[src/rtl/mem_access_scheduler_if.sv]
// rtl/mem_access_scheduler_if.sv - PE requester and memory port bundle for the access scheduler
interface mem_access_scheduler_if #(
    parameter int NUM_REQ    = 5,
    parameter int DATA_WIDTH = 20
);
    logic [NUM_REQ-1:0]            req_valid;
    logic [NUM_REQ*DATA_WIDTH-1:0] req_data;
    logic [NUM_REQ-1:0]            req_ready;
    logic                          mem_req_valid;
    logic [DATA_WIDTH-1:0]         mem_req_data;
    logic                          mem_req_ready;
    logic                          mem_rsp_valid;

    // Requesters and memory model side
    modport master (
        output req_valid, req_data, mem_req_ready, mem_rsp_valid,
        input  req_ready, mem_req_valid, mem_req_data
    );

    // Scheduler side
    modport slave (
        input  req_valid, req_data, mem_req_ready, mem_rsp_valid,
        output req_ready, mem_req_valid, mem_req_data
    );
endinterface

[src/rtl/mem_access_scheduler.sv]
// rtl/mem_access_scheduler.sv - load-gated round-robin PE packet scheduler into shared CNN memory
module mem_access_scheduler #(
    parameter int NUM_REQ         = 5,
    parameter int DATA_WIDTH      = 20,
    parameter int FILTER_NUM      = 3,
    parameter int IFMAP_NUM       = 5,
    parameter int DEPTH_R         = 3,
    parameter int WIDTH_R         = 3,
    parameter int MAX_OUTSTANDING = 4
) (
    input  logic                       i_clk,
    input  logic                       i_rst_n,
    mem_access_scheduler_if.slave      bus,
    input  logic                       i_fload_valid,
    input  logic [7:0]                 i_fload_addr,
    input  logic                       i_mload_valid,
    input  logic [7:0]                 i_mload_addr,
    output logic [$clog2(NUM_REQ)-1:0] o_grant_idx,
    output logic [7:0]                 o_result_count,
    output logic                       o_done,
    output logic                       o_err
);
    localparam int IDX_W = $clog2(NUM_REQ);
    localparam int OUT_W = $clog2(MAX_OUTSTANDING + 1);

    localparam logic [7:0]       FILTER_LAST   = 8'(FILTER_NUM * FILTER_NUM - 1);
    localparam logic [7:0]       IFMAP_LAST    = 8'(IFMAP_NUM * IFMAP_NUM - 1);
    localparam logic [7:0]       RESULT_TARGET = 8'(DEPTH_R * WIDTH_R);
    localparam logic [OUT_W-1:0] OUT_MAX       = OUT_W'(MAX_OUTSTANDING);
    localparam logic [IDX_W-1:0] LAST_IDX      = IDX_W'(NUM_REQ - 1);

    localparam logic [1:0] T_RESULT  = 2'b00;
    localparam logic [1:0] T_ILLEGAL = 2'b11;

    typedef enum logic [1:0] {
        S_LOAD,
        S_ARB,
        S_SEND,
        S_DONE
    } state_t;

    state_t                r_state;
    logic                  r_filter_loaded;
    logic                  r_ifmap_loaded;
    logic [IDX_W-1:0]      r_rr_ptr;
    logic [OUT_W-1:0]      r_outstanding;
    logic                  r_mem_req_valid;
    logic [DATA_WIDTH-1:0] r_mem_req_data;
    logic [IDX_W-1:0]      r_grant_idx;
    logic [7:0]            r_result_count;
    logic                  r_done;
    logic                  r_err;

    logic [NUM_REQ-1:0]    w_elig;
    logic [1:0]            w_req_type;
    logic                  w_pick_valid;
    logic [IDX_W-1:0]      w_pick_idx;
    logic [DATA_WIDTH-1:0] w_pick_data;
    logic [1:0]            w_pick_type;
    logic [NUM_REQ-1:0]    w_req_ready;
    int                    w_cand;
    logic [1:0]            w_send_type;
    logic                  w_fwd;
    logic                  w_fwd_read;
    logic                  w_rsp_ok;
    logic                  w_rsp_orphan;
    logic                  w_illegal_pick;
    logic [7:0]            w_count_next;

    // Eligibility: writes and illegal packets never count against the read window
    always_comb begin
        w_elig     = '0;
        w_req_type = '0;
        for (int i = 0; i < NUM_REQ; i++) begin
            w_req_type = bus.req_data[i*DATA_WIDTH + DATA_WIDTH - 2 +: 2];
            w_elig[i]  = bus.req_valid[i] &&
                         ((w_req_type == T_RESULT) || (w_req_type == T_ILLEGAL) ||
                          (r_outstanding < OUT_MAX));
        end
    end

    // Round-robin search starting at rr_ptr, wrapping modulo NUM_REQ
    always_comb begin
        w_pick_valid = 1'b0;
        w_pick_idx   = '0;
        w_cand       = 0;
        for (int k = 0; k < NUM_REQ; k++) begin
            w_cand = int'(r_rr_ptr) + k;
            if (w_cand >= NUM_REQ) begin
                w_cand = w_cand - NUM_REQ;
            end
            for (int i = 0; i < NUM_REQ; i++) begin
                if (!w_pick_valid && (w_cand == i) && w_elig[i]) begin
                    w_pick_valid = 1'b1;
                    w_pick_idx   = IDX_W'(i);
                end
            end
        end
    end

    // Packet mux and one-hot accept strobe for the picked requester
    always_comb begin
        w_pick_data = '0;
        w_req_ready = '0;
        for (int i = 0; i < NUM_REQ; i++) begin
            if (w_pick_idx == IDX_W'(i)) begin
                w_pick_data = bus.req_data[i*DATA_WIDTH +: DATA_WIDTH];
            end
            w_req_ready[i] = (r_state == S_ARB) && w_pick_valid && (w_pick_idx == IDX_W'(i));
        end
    end

    assign w_pick_type    = w_pick_data[DATA_WIDTH-1 -: 2];
    assign w_send_type    = r_mem_req_data[DATA_WIDTH-1 -: 2];
    assign w_fwd          = (r_state == S_SEND) && bus.mem_req_ready;
    assign w_fwd_read     = w_fwd && (w_send_type != T_RESULT);
    assign w_rsp_ok       = bus.mem_rsp_valid && (r_outstanding != '0);
    assign w_rsp_orphan   = bus.mem_rsp_valid && (r_outstanding == '0);
    assign w_illegal_pick = (r_state == S_ARB) && w_pick_valid && (w_pick_type == T_ILLEGAL);
    assign w_count_next   = r_result_count + 8'd1;

    // Scheduler FSM with load tracking, read window and result counting
    always_ff @(posedge i_clk or negedge i_rst_n) begin
        if (!i_rst_n) begin
            r_state         <= S_LOAD;
            r_filter_loaded <= 1'b0;
            r_ifmap_loaded  <= 1'b0;
            r_rr_ptr        <= '0;
            r_outstanding   <= '0;
            r_mem_req_valid <= 1'b0;
            r_mem_req_data  <= '0;
            r_grant_idx     <= '0;
            r_result_count  <= '0;
            r_done          <= 1'b0;
            r_err           <= 1'b0;
        end else begin
            if (i_fload_valid && (i_fload_addr == FILTER_LAST)) begin
                r_filter_loaded <= 1'b1;
            end
            if (i_mload_valid && (i_mload_addr == IFMAP_LAST)) begin
                r_ifmap_loaded <= 1'b1;
            end

            r_err <= w_illegal_pick || w_rsp_orphan;

            // A forward and a response in the same cycle cancel out
            case ({w_fwd_read, w_rsp_ok})
                2'b10:   r_outstanding <= r_outstanding + OUT_W'(1);
                2'b01:   r_outstanding <= r_outstanding - OUT_W'(1);
                default: r_outstanding <= r_outstanding;
            endcase

            case (r_state)
                S_LOAD: begin
                    if (r_filter_loaded && r_ifmap_loaded) begin
                        r_state <= S_ARB;
                    end
                end
                S_ARB: begin
                    if (w_pick_valid) begin
                        r_mem_req_data <= w_pick_data;
                        r_grant_idx    <= w_pick_idx;
                        r_rr_ptr       <= (w_pick_idx == LAST_IDX) ? '0 : w_pick_idx + IDX_W'(1);
                        // Illegal packets are swallowed here and never reach memory
                        if (w_pick_type != T_ILLEGAL) begin
                            r_mem_req_valid <= 1'b1;
                            r_state         <= S_SEND;
                        end
                    end
                end
                S_SEND: begin
                    if (bus.mem_req_ready) begin
                        r_mem_req_valid <= 1'b0;
                        r_state         <= S_ARB;
                        if (w_send_type == T_RESULT) begin
                            r_result_count <= w_count_next;
                            if (w_count_next == RESULT_TARGET) begin
                                r_state <= S_DONE;
                                r_done  <= 1'b1;
                            end
                        end
                    end
                end
                S_DONE: begin
                    r_done <= 1'b1;
                end
                default: r_state <= S_LOAD;
            endcase
        end
    end

    assign bus.req_ready     = w_req_ready;
    assign bus.mem_req_valid = r_mem_req_valid;
    assign bus.mem_req_data  = r_mem_req_data;
    assign o_grant_idx       = r_grant_idx;
    assign o_result_count    = r_result_count;
    assign o_done            = r_done;
    assign o_err             = r_err;
endmodule

[src/flat_wrapper.sv]
// flat-port wrapper written by rule: the top's interface ports become plain ports
module mem_access_scheduler_flat 
#(
    parameter int NUM_REQ         = 5,
    parameter int DATA_WIDTH      = 20,
    parameter int FILTER_NUM      = 3,
    parameter int IFMAP_NUM       = 5,
    parameter int DEPTH_R         = 3,
    parameter int WIDTH_R         = 3,
    parameter int MAX_OUTSTANDING = 4
)
  (i_clk, i_rst_n, i_fload_valid, i_fload_addr, i_mload_valid, i_mload_addr, o_grant_idx, o_result_count, o_done, o_err, bus_req_valid, bus_req_data, bus_mem_req_ready, bus_mem_rsp_valid, bus_req_ready, bus_mem_req_valid, bus_mem_req_data);
  mem_access_scheduler_if #(.NUM_REQ(NUM_REQ), .DATA_WIDTH(DATA_WIDTH)) bus_i ();
  input  logic i_clk;
  input  logic i_rst_n;
  input  logic i_fload_valid;
  input  logic [7:0] i_fload_addr;
  input  logic i_mload_valid;
  input  logic [7:0] i_mload_addr;
  output logic [$clog2(NUM_REQ)-1:0] o_grant_idx;
  output logic [7:0] o_result_count;
  output logic o_done;
  output logic o_err;
  input wire logic [$bits(bus_i.req_valid)-1:0] bus_req_valid;
  input wire logic [$bits(bus_i.req_data)-1:0] bus_req_data;
  input wire logic [$bits(bus_i.mem_req_ready)-1:0] bus_mem_req_ready;
  input wire logic [$bits(bus_i.mem_rsp_valid)-1:0] bus_mem_rsp_valid;
  output wire logic [$bits(bus_i.req_ready)-1:0] bus_req_ready;
  output wire logic [$bits(bus_i.mem_req_valid)-1:0] bus_mem_req_valid;
  output wire logic [$bits(bus_i.mem_req_data)-1:0] bus_mem_req_data;
  assign bus_i.req_valid = bus_req_valid;
  assign bus_i.req_data = bus_req_data;
  assign bus_i.mem_req_ready = bus_mem_req_ready;
  assign bus_i.mem_rsp_valid = bus_mem_rsp_valid;
  assign bus_req_ready = bus_i.req_ready;
  assign bus_mem_req_valid = bus_i.mem_req_valid;
  assign bus_mem_req_data = bus_i.mem_req_data;
  mem_access_scheduler #(.NUM_REQ(NUM_REQ), .DATA_WIDTH(DATA_WIDTH), .FILTER_NUM(FILTER_NUM), .IFMAP_NUM(IFMAP_NUM), .DEPTH_R(DEPTH_R), .WIDTH_R(WIDTH_R), .MAX_OUTSTANDING(MAX_OUTSTANDING)) u_core (.i_clk(i_clk), .i_rst_n(i_rst_n), .bus(bus_i), .i_fload_valid(i_fload_valid), .i_fload_addr(i_fload_addr), .i_mload_valid(i_mload_valid), .i_mload_addr(i_mload_addr), .o_grant_idx(o_grant_idx), .o_result_count(o_result_count), .o_done(o_done), .o_err(o_err));
endmodule
[config.mk]
export PLATFORM = sky130hd
export DESIGN_NAME = mem_access_scheduler_flat
export DESIGN_NICKNAME = d
export VERILOG_FILES = /design/src/rtl/mem_access_scheduler_if.sv /design/src/rtl/mem_access_scheduler.sv /design/src/flat_wrapper.sv
export SDC_FILE = /design/constraint.sdc
export NUM_CORES = 1
export LEC_CHECK = 0
export ABC_AREA = 1
export BUFFER_PORTS_ARGS = -buffer_cell sky130_fd_sc_hd__buf_2
export CAP_MARGIN = 0
export CORE_MARGIN = 8
export CORE_UTILIZATION = 46
export CTS_CLUSTER_SIZE = 20
export DETAILED_ROUTE_END_ITERATION = 8
export GPL_ROUTABILITY_DRIVEN = 0
export HOLD_SLACK_MARGIN = 0.1
export PLACE_DENSITY = 0.79
export SYNTH_ARGS = -nofsm -noshare
export SYNTH_HDL_FRONTEND = slang
export SYNTH_SLANG_ARGS = --single-unit
[constraint.sdc]
create_clock -name i_clk -period 5.14 [get_ports i_clk]
set_clock_uncertainty 0.2 [all_clocks]
set_input_delay 0.771 -clock i_clk [delete_from_list [all_inputs] [get_ports i_clk]]
set_output_delay 0.771 -clock i_clk [all_outputs]
set_load 0.01 [all_outputs]
== After elaboration in Yosys (flattened, before gate mapping) ==
Cells that the tools add are included.

* Register bits after elaboration: 44
* Bits of input ports: 127
* Output and inout port bits: 39
* Word-level logic and storage cells: 279

* Add/subtract/negate cells: 13
* $lt $le $gt $ge: 6
* Equality and inequality tests: 45
* Mux-type cells: 76
* Reduce and logical (&&, ||, !) cells: 128

{| class="wikitable"
|+ Operators by type and width
! kind !! number
|-
| $eq 32x3->1 const B || 10
|-
| $eq 32x2->1 const B || 5
|-
| $eq 32x4->1 const B || 5
|-
| $logic_not 32->1 || 5
|-
| $mux 32 || 5
|-
| $ge 32x4->1 const B || 4
|-
| $sub 32x4->32 const B || 4
|-
| $mux 20 || 5
|-
| $logic_and 1x1->1 || 68
|-
| $mux 3 || 22
|-
| $mux 1 || 32
|-
| $logic_not 1->1 || 24
|-
| $eq 2x2->1 const B || 9
|-
| $eq 8x4->1 const B || 2
|-
| $mux 2 || 8
|-
| $logic_not 2->1 || 7
|-
| $logic_or 1x1->1 || 11
|-
| $ne 2x2->1 const B || 5
|-
| $add 3x2->4 const B || 2
|-
| $add 8x1->8 const B || 1
|-
| $eq 8x5->1 const B || 1
|-
| $reduce_and 4->1 || 2
|-
| $reduce_bool 2->1 || 4
|-
| $add 3x1->3 const B || 2
|-
| other kinds (19) || 25
|}

== Logic depth before layout (Yosys ltp) ==
* Depth in word-level cells: 112
* Depth in mapped cells: 38
* Gate-level depth less buffers: 37

== Least setup slack after synthesis ==
OpenSTA, ideal clock, no wires.

* Path kind: register to output
* From: register u_core.r_rr_ptr[1]
* To: output bus_req_ready[1]
* Data arrival time: 4,274 ps
* Data required time: 4,169 ps
* Path slack: -105 ps
* Cell stages (with the launch flop): 32
* Path buffers: 2
* Cell sequence: dfrtp_1 -> inv_1 -> ha_1 -> inv_1 -> ha_1 -> inv_1 -> nand2_4 -> nand2_2 -> nand2_2 -> inv_2 -> nor2_1 -> o21ai_2 -> nand3_1 -> nor2_2 -> nand4_2 -> nor2_2 -> nand4_2 -> nor2_2 -> nand4_2 -> nor2_2 -> nand4_2 -> nor2_4 -> nand2_1 -> nor2_1 -> nor2_1 -> nand2_1 -> inv_1 -> ha_1 -> inv_1 -> clkbuf_1 -> clkbuf_1 -> nor3_1

* Cells in the longest elaborated chain, start to end: 103

{| class="wikitable"
|+ RTL lines
! element !! RTL line !! RTL
|-
| start: declaration || mem_access_scheduler.sv:45 || <nowiki>logic [IDX_W-1:0] r_rr_ptr;</nowiki>
|-
| start signal: assignment || mem_access_scheduler.sv:163 || <nowiki>r_rr_ptr <= (w_pick_idx == LAST_IDX) ? '0 : w_pick_idx + IDX_W'(1);</nowiki>
|-
| $sub 3x3->4 or $ge 3x3->1 (tied branches) || mem_access_scheduler.sv:90, mem_access_scheduler.sv:89 ||
|-
| $mux 32 || mem_access_scheduler.sv:89 || <nowiki>if (w_cand >= NUM_REQ) begin</nowiki>
|-
| $logic_not 32->1 || mem_access_scheduler.sv:93 || <nowiki>if (!w_pick_valid && (w_cand == i) && w_elig[i]) begin</nowiki>
|-
| $logic_and 1x1->1 || mem_access_scheduler.sv:93 ||
|-
| $mux 1 || mem_access_scheduler.sv:93 ||
|-
| $logic_not 1->1 || mem_access_scheduler.sv:93 ||
|-
| $logic_and 1x1->1 (2 in series) || mem_access_scheduler.sv:93 ||
|-
| $mux 1 || mem_access_scheduler.sv:93 ||
|-
| [85 not listed] || -- ||
|-
| $logic_and 1x1->1 (2 in series) || mem_access_scheduler.sv:93 ||
|-
| $mux 1 || mem_access_scheduler.sv:93 ||
|-
| $logic_not 1->1 || mem_access_scheduler.sv:93 ||
|-
| $logic_and 1x1->1 (2 in series) || mem_access_scheduler.sv:93 ||
|-
| $mux 3 * || mem_access_scheduler.sv:93 ||
|-
| net u_core.w_pick_idx[1] || mem_access_scheduler.sv:57 || <nowiki>logic [IDX_W-1:0] w_pick_idx;</nowiki>
|-
| $eq 3x1->1 * || mem_access_scheduler.sv:109 || <nowiki>w_req_ready[i] = (r_state == S_ARB) && w_pick_valid && (w_pick_idx == IDX_W'(i));</nowiki>
|-
| $logic_and 1x1->1 * || mem_access_scheduler.sv:109 ||
|-
| end: declaration || flat_wrapper.sv:28 || <nowiki>output wire logic [$bits(bus_i.req_ready)-1:0] bus_req_ready;</nowiki>
|}

The timed path passes the listed nets; every way through them passes the cells marked *.

== Final worst setup path ==
* From: register u_core.r_rr_ptr[1]
* To: output bus_req_ready[3]

* Cells in the longest elaborated chain, start to end: 103

{| class="wikitable"
|+ RTL lines
! element !! RTL line
|-
| $sub 3x3->4 or $ge 3x3->1 (tied branches) || mem_access_scheduler.sv:90, mem_access_scheduler.sv:89
|-
| $mux 32 || mem_access_scheduler.sv:89
|-
| $logic_not 32->1 || mem_access_scheduler.sv:93
|-
| $logic_and 1x1->1 || mem_access_scheduler.sv:93
|-
| $mux 1 || mem_access_scheduler.sv:93
|-
| $logic_not 1->1 || mem_access_scheduler.sv:93
|-
| $logic_and 1x1->1 (2 in series) || mem_access_scheduler.sv:93
|-
| $mux 1 || mem_access_scheduler.sv:93
|-
| [85 not listed] || --
|-
| $logic_and 1x1->1 (2 in series) || mem_access_scheduler.sv:93
|-
| $mux 1 || mem_access_scheduler.sv:93
|-
| $logic_not 1->1 || mem_access_scheduler.sv:93
|-
| $logic_and 1x1->1 (2 in series) || mem_access_scheduler.sv:93
|-
| $mux 3 * || mem_access_scheduler.sv:93
|-
| net u_core.w_pick_idx[0] || mem_access_scheduler.sv:57
|-
| $eq 3x2->1 * || mem_access_scheduler.sv:109
|-
| $logic_and 1x1->1 * || mem_access_scheduler.sv:109
|}

Marks and branches as above.

==> results.sh <==
export IMPL_worstPathMaxFanout=6
export IMPL_worstSetupStartpointType="flip-flop"
export IMPL_insertion_delay_ps=310
export IMPL_finalCritPeriodShare=1.00
export IMPL_row_count=36
export IMPL_layout_commonest_cell="buf_2"
export IMPL_synth_compound_area_share=0.141
export IMPL_dp_hpwl_um=11400
export IMPL_max_slew_worst_pin_slew_ps=997
export IMPL_gr_total_overflow=0
export IMPL_cp_end_kind="primary output"
export IMPL_ant_nets=0
export IMPL_area_delta_synth_final_pct=35.7
export IMPL_max_freq_mhz=194
export IMPL_final_hold_viol_count=0
export IMPL_cap_viol_max_count=0
export IMPL_hp_start="u_core.r_filter_loaded"
export IMPL_nNetsFinal=1022
export IMPL_synth_seq_cells=44
export IMPL_hold_buffers=0
export IMPL_fp_dieH_um=115
export IMPL_wl_um=15200
export IMPL_dr_pass1_iters=5
export IMPL_htreeDepth=2
export IMPL_synth_warnings=0
export IMPL_synthMuxAreaShare=0
export IMPL_drv_slew=0
export IMPL_critPathKind="reg2out"
export IMPL_max_slew_margin=0.336
export IMPL_vias=5275
export IMPL_rr_endpoint="u_core.r_state[0]"
export IMPL_clock_sinks=44
export IMPL_rsz0062_at_grt="yes"
export IMPL_period_needed_ps=5140
export IMPL_io_buffers=165
export IMPL_drive_above_1_share=0.380
export IMPL_rrSetupSlack_ps=280
export IMPL_cp_required_ps=4170
export IMPL_placed_cells=964
export IMPL_drt_iter0_markers=293
export IMPL_final_seq_area_um2=1100
export IMPL_clock_path_buffers=2
export IMPL_synth_fa_ha_area_frac=0.101
export IMPL_core_um2=9640
export IMPL_r2r_cells=28
export IMPL_grt_pass1_wl_um=23800
export IMPL_grtUsageTotal=0.219
export IMPL_cts_tree="done"
export IMPL_final_cell_mix="buf_2, nand2_1, inv_1"
export IMPL_first_global_vias=5092
export IMPL_setup_viol=1
export IMPL_fp_dieArea_um2=13200
export IMPL_min_to="u_core.r_filter_loaded"
export IMPL_yosysUniqueCellTypes=43
export IMPL_floorplan_initialDensity=0.467
export IMPL_synthSimpleGateAreaFrac=0.389
export IMPL_nFillCells=908
export IMPL_cts_buffers_inserted=5
export IMPL_wire_per_inst_um=15.3
export IMPL_die_x_um=115
export IMPL_arrival_ps=4170
export IMPL_setup_ws_ps=-4.39
export IMPL_netlist_instances=671
export IMPL_syn_nets=833
export IMPL_violations="setup timing"
export IMPL_drcViolationCount=0
export IMPL_clkTransAtPathRegs_ps=90
export IMPL_synth_top_family_by_area="simple AND/OR/NAND/NOR gates"
export IMPL_fin_util=0.634
export IMPL_via_per_inst=5.30
export IMPL_stdcell_count=995
export IMPL_worstHoldPathType="reg2reg"
export IMPL_boundaryPins=166
export IMPL_antenna_found_initial=1
export IMPL_run_status="finished, violations left"
export IMPL_synth_xor_xnor_area_share=0.0253
export IMPL_synth_seq_area_share=0.244
export IMPL_worstHoldPathCells=2
export IMPL_ctsRootBufferMaster="clkbuf_8"
export IMPL_grt_max_degree=45
export IMPL_synth_area_um2=4500
export IMPL_multi_input_area_um2=3250
export IMPL_holdWs_ps=260
export IMPL_syn_avg_cell_area_um2=6.71
export IMPL_r2r_start="u_core.r_rr_ptr[1]"
==> per-layer routing <==
metal  track usage  vias up  wire [um]
met4        0.0744        0        380
met2         0.371      232       7310
met3        0.0562       38       1240
met1         0.263     2392       6280
met5             0        -          0
li1              -     2613          -
==> cell families after synthesis <==
| kind of cell | count (synthesis) |
|---|---|
| DFF | 44 |
| adders and majority gates | 35 |
| xor gates and xnor gates | 13 |
| AOI/OAI and AO/OA | 110 |
| and+or+nand+nor | 362 |
| buffers and inverters | 107 |
==> final cells by class <==
class | count | area share
Inverter | 84 | 0.0557
Timing Repair Buffer | 204 | 0.185
Multi-Input combinational cell | 521 | 0.531
Antenna cell | 1 | 0.000410
Sequential cell | 44 | 0.181
Clock buffer | 6 | 0.0135
Tap cell | 133 | 0.0272
Clock inverter | 2 | 0.00635
==> metrics by stage <==
step                      instance area, um^2  setup slack [ps]  TNS (ps)
after floorplan                          4510              16.1         0
after global placement                   5500               180         0
after detailed placement                 5500             -18.9     -48.4
after CTS                                5850              3.10         0
after global routing                     6110              -194      -963
final                                    6110             -4.39     -4.39
==> worst max path at each step <==
stage	startpoint	end	slack, ps
after floorplan	u_core.r_rr_ptr[0]	bus_req_ready[1]	20
after CTS	u_core.r_rr_ptr[0]	bus_req_ready[4]	3
final	u_core.r_rr_ptr[1]	bus_req_ready[3]	-4
after global routing	u_core.r_rr_ptr[1]	bus_req_ready[4]	-190
after detailed placement	u_core.r_rr_ptr[1]	u_core.r_state[0]	-20
after global placement	u_core.r_rr_ptr[1]	u_core.r_state[0]	180
==> state kept, by name, summed over array words and instances, names as in the netlist <==
name / count
u_core.o_grant_idx: 3
u_core.r_outstanding: 3
u_core.r_filter_loaded: 1
u_core.r_state: 2
u_core.o_err: 1
u_core.bus.mem_req_data: 20
u_core.r_rr_ptr: 3
u_core.o_done: 1
u_core.o_result_count: 8
u_core.r_ifmap_loaded: 1
u_core.bus.mem_req_valid: 1
==> cell usage after synthesis (all sizes together) <==
cell type / instances / area, um^2
a2111oi: 1 / 8.76
a211o: 2 / 17.5
a21oi: 15 / 82.6
a221o: 2 / 20.0
a31oi: 19 / 119
and3: 1 / 6.26
buf: 13 / 90.1
clkbuf: 10 / 37.5
dfrtp: 44 / 1100
fa: 2 / 40.0
ha: 33 / 413
inv: 84 / 320
nand2: 177 / 717
nand3: 66 / 350
nand4: 25 / 196
nor2: 58 / 261
nor3: 8 / 51.3
nor4: 7 / 43.8
o211ai: 2 / 15.0
o21ai: 63 / 323
o311ai: 1 / 8.76
o31ai: 3 / 22.5
o41ai: 2 / 17.5
or2: 19 / 119
or3b: 1 / 8.76
xnor2: 2 / 17.5
xor2: 11 / 96.3
==> worst max-delay path, cell delays in order, from the launching register on <==
cell	delay, ps
dfrtp_2	480
buf_4	160
ha_1	180
fa_1	410
nand2_2	150
xor2_1	290
inv_1	120
nor4_2	320
nor2_2	90
nand4_2	110
nor2_4	60
nand4_4	90
buf_4	130
inv_1	30
a211o_1	310
nor2_4	230
inv_2	90
ha_4	180
ha_4	150
inv_2	100
nor2_4	50
buf_6	120
==> what timing repair did <==
action | in CTS | in global routing
cloned | 0 | 1
endpoints found under the hold margin | 0 | 0
setup buffers | 15 | 6
pin swaps | 10 | 18
resized for setup | 29 | 51
endpoints found under the setup margin | 8 | 29
Power is not shown: default switching activity piles up to over one toggle a cycle in this logic, so the estimate is an artifact.
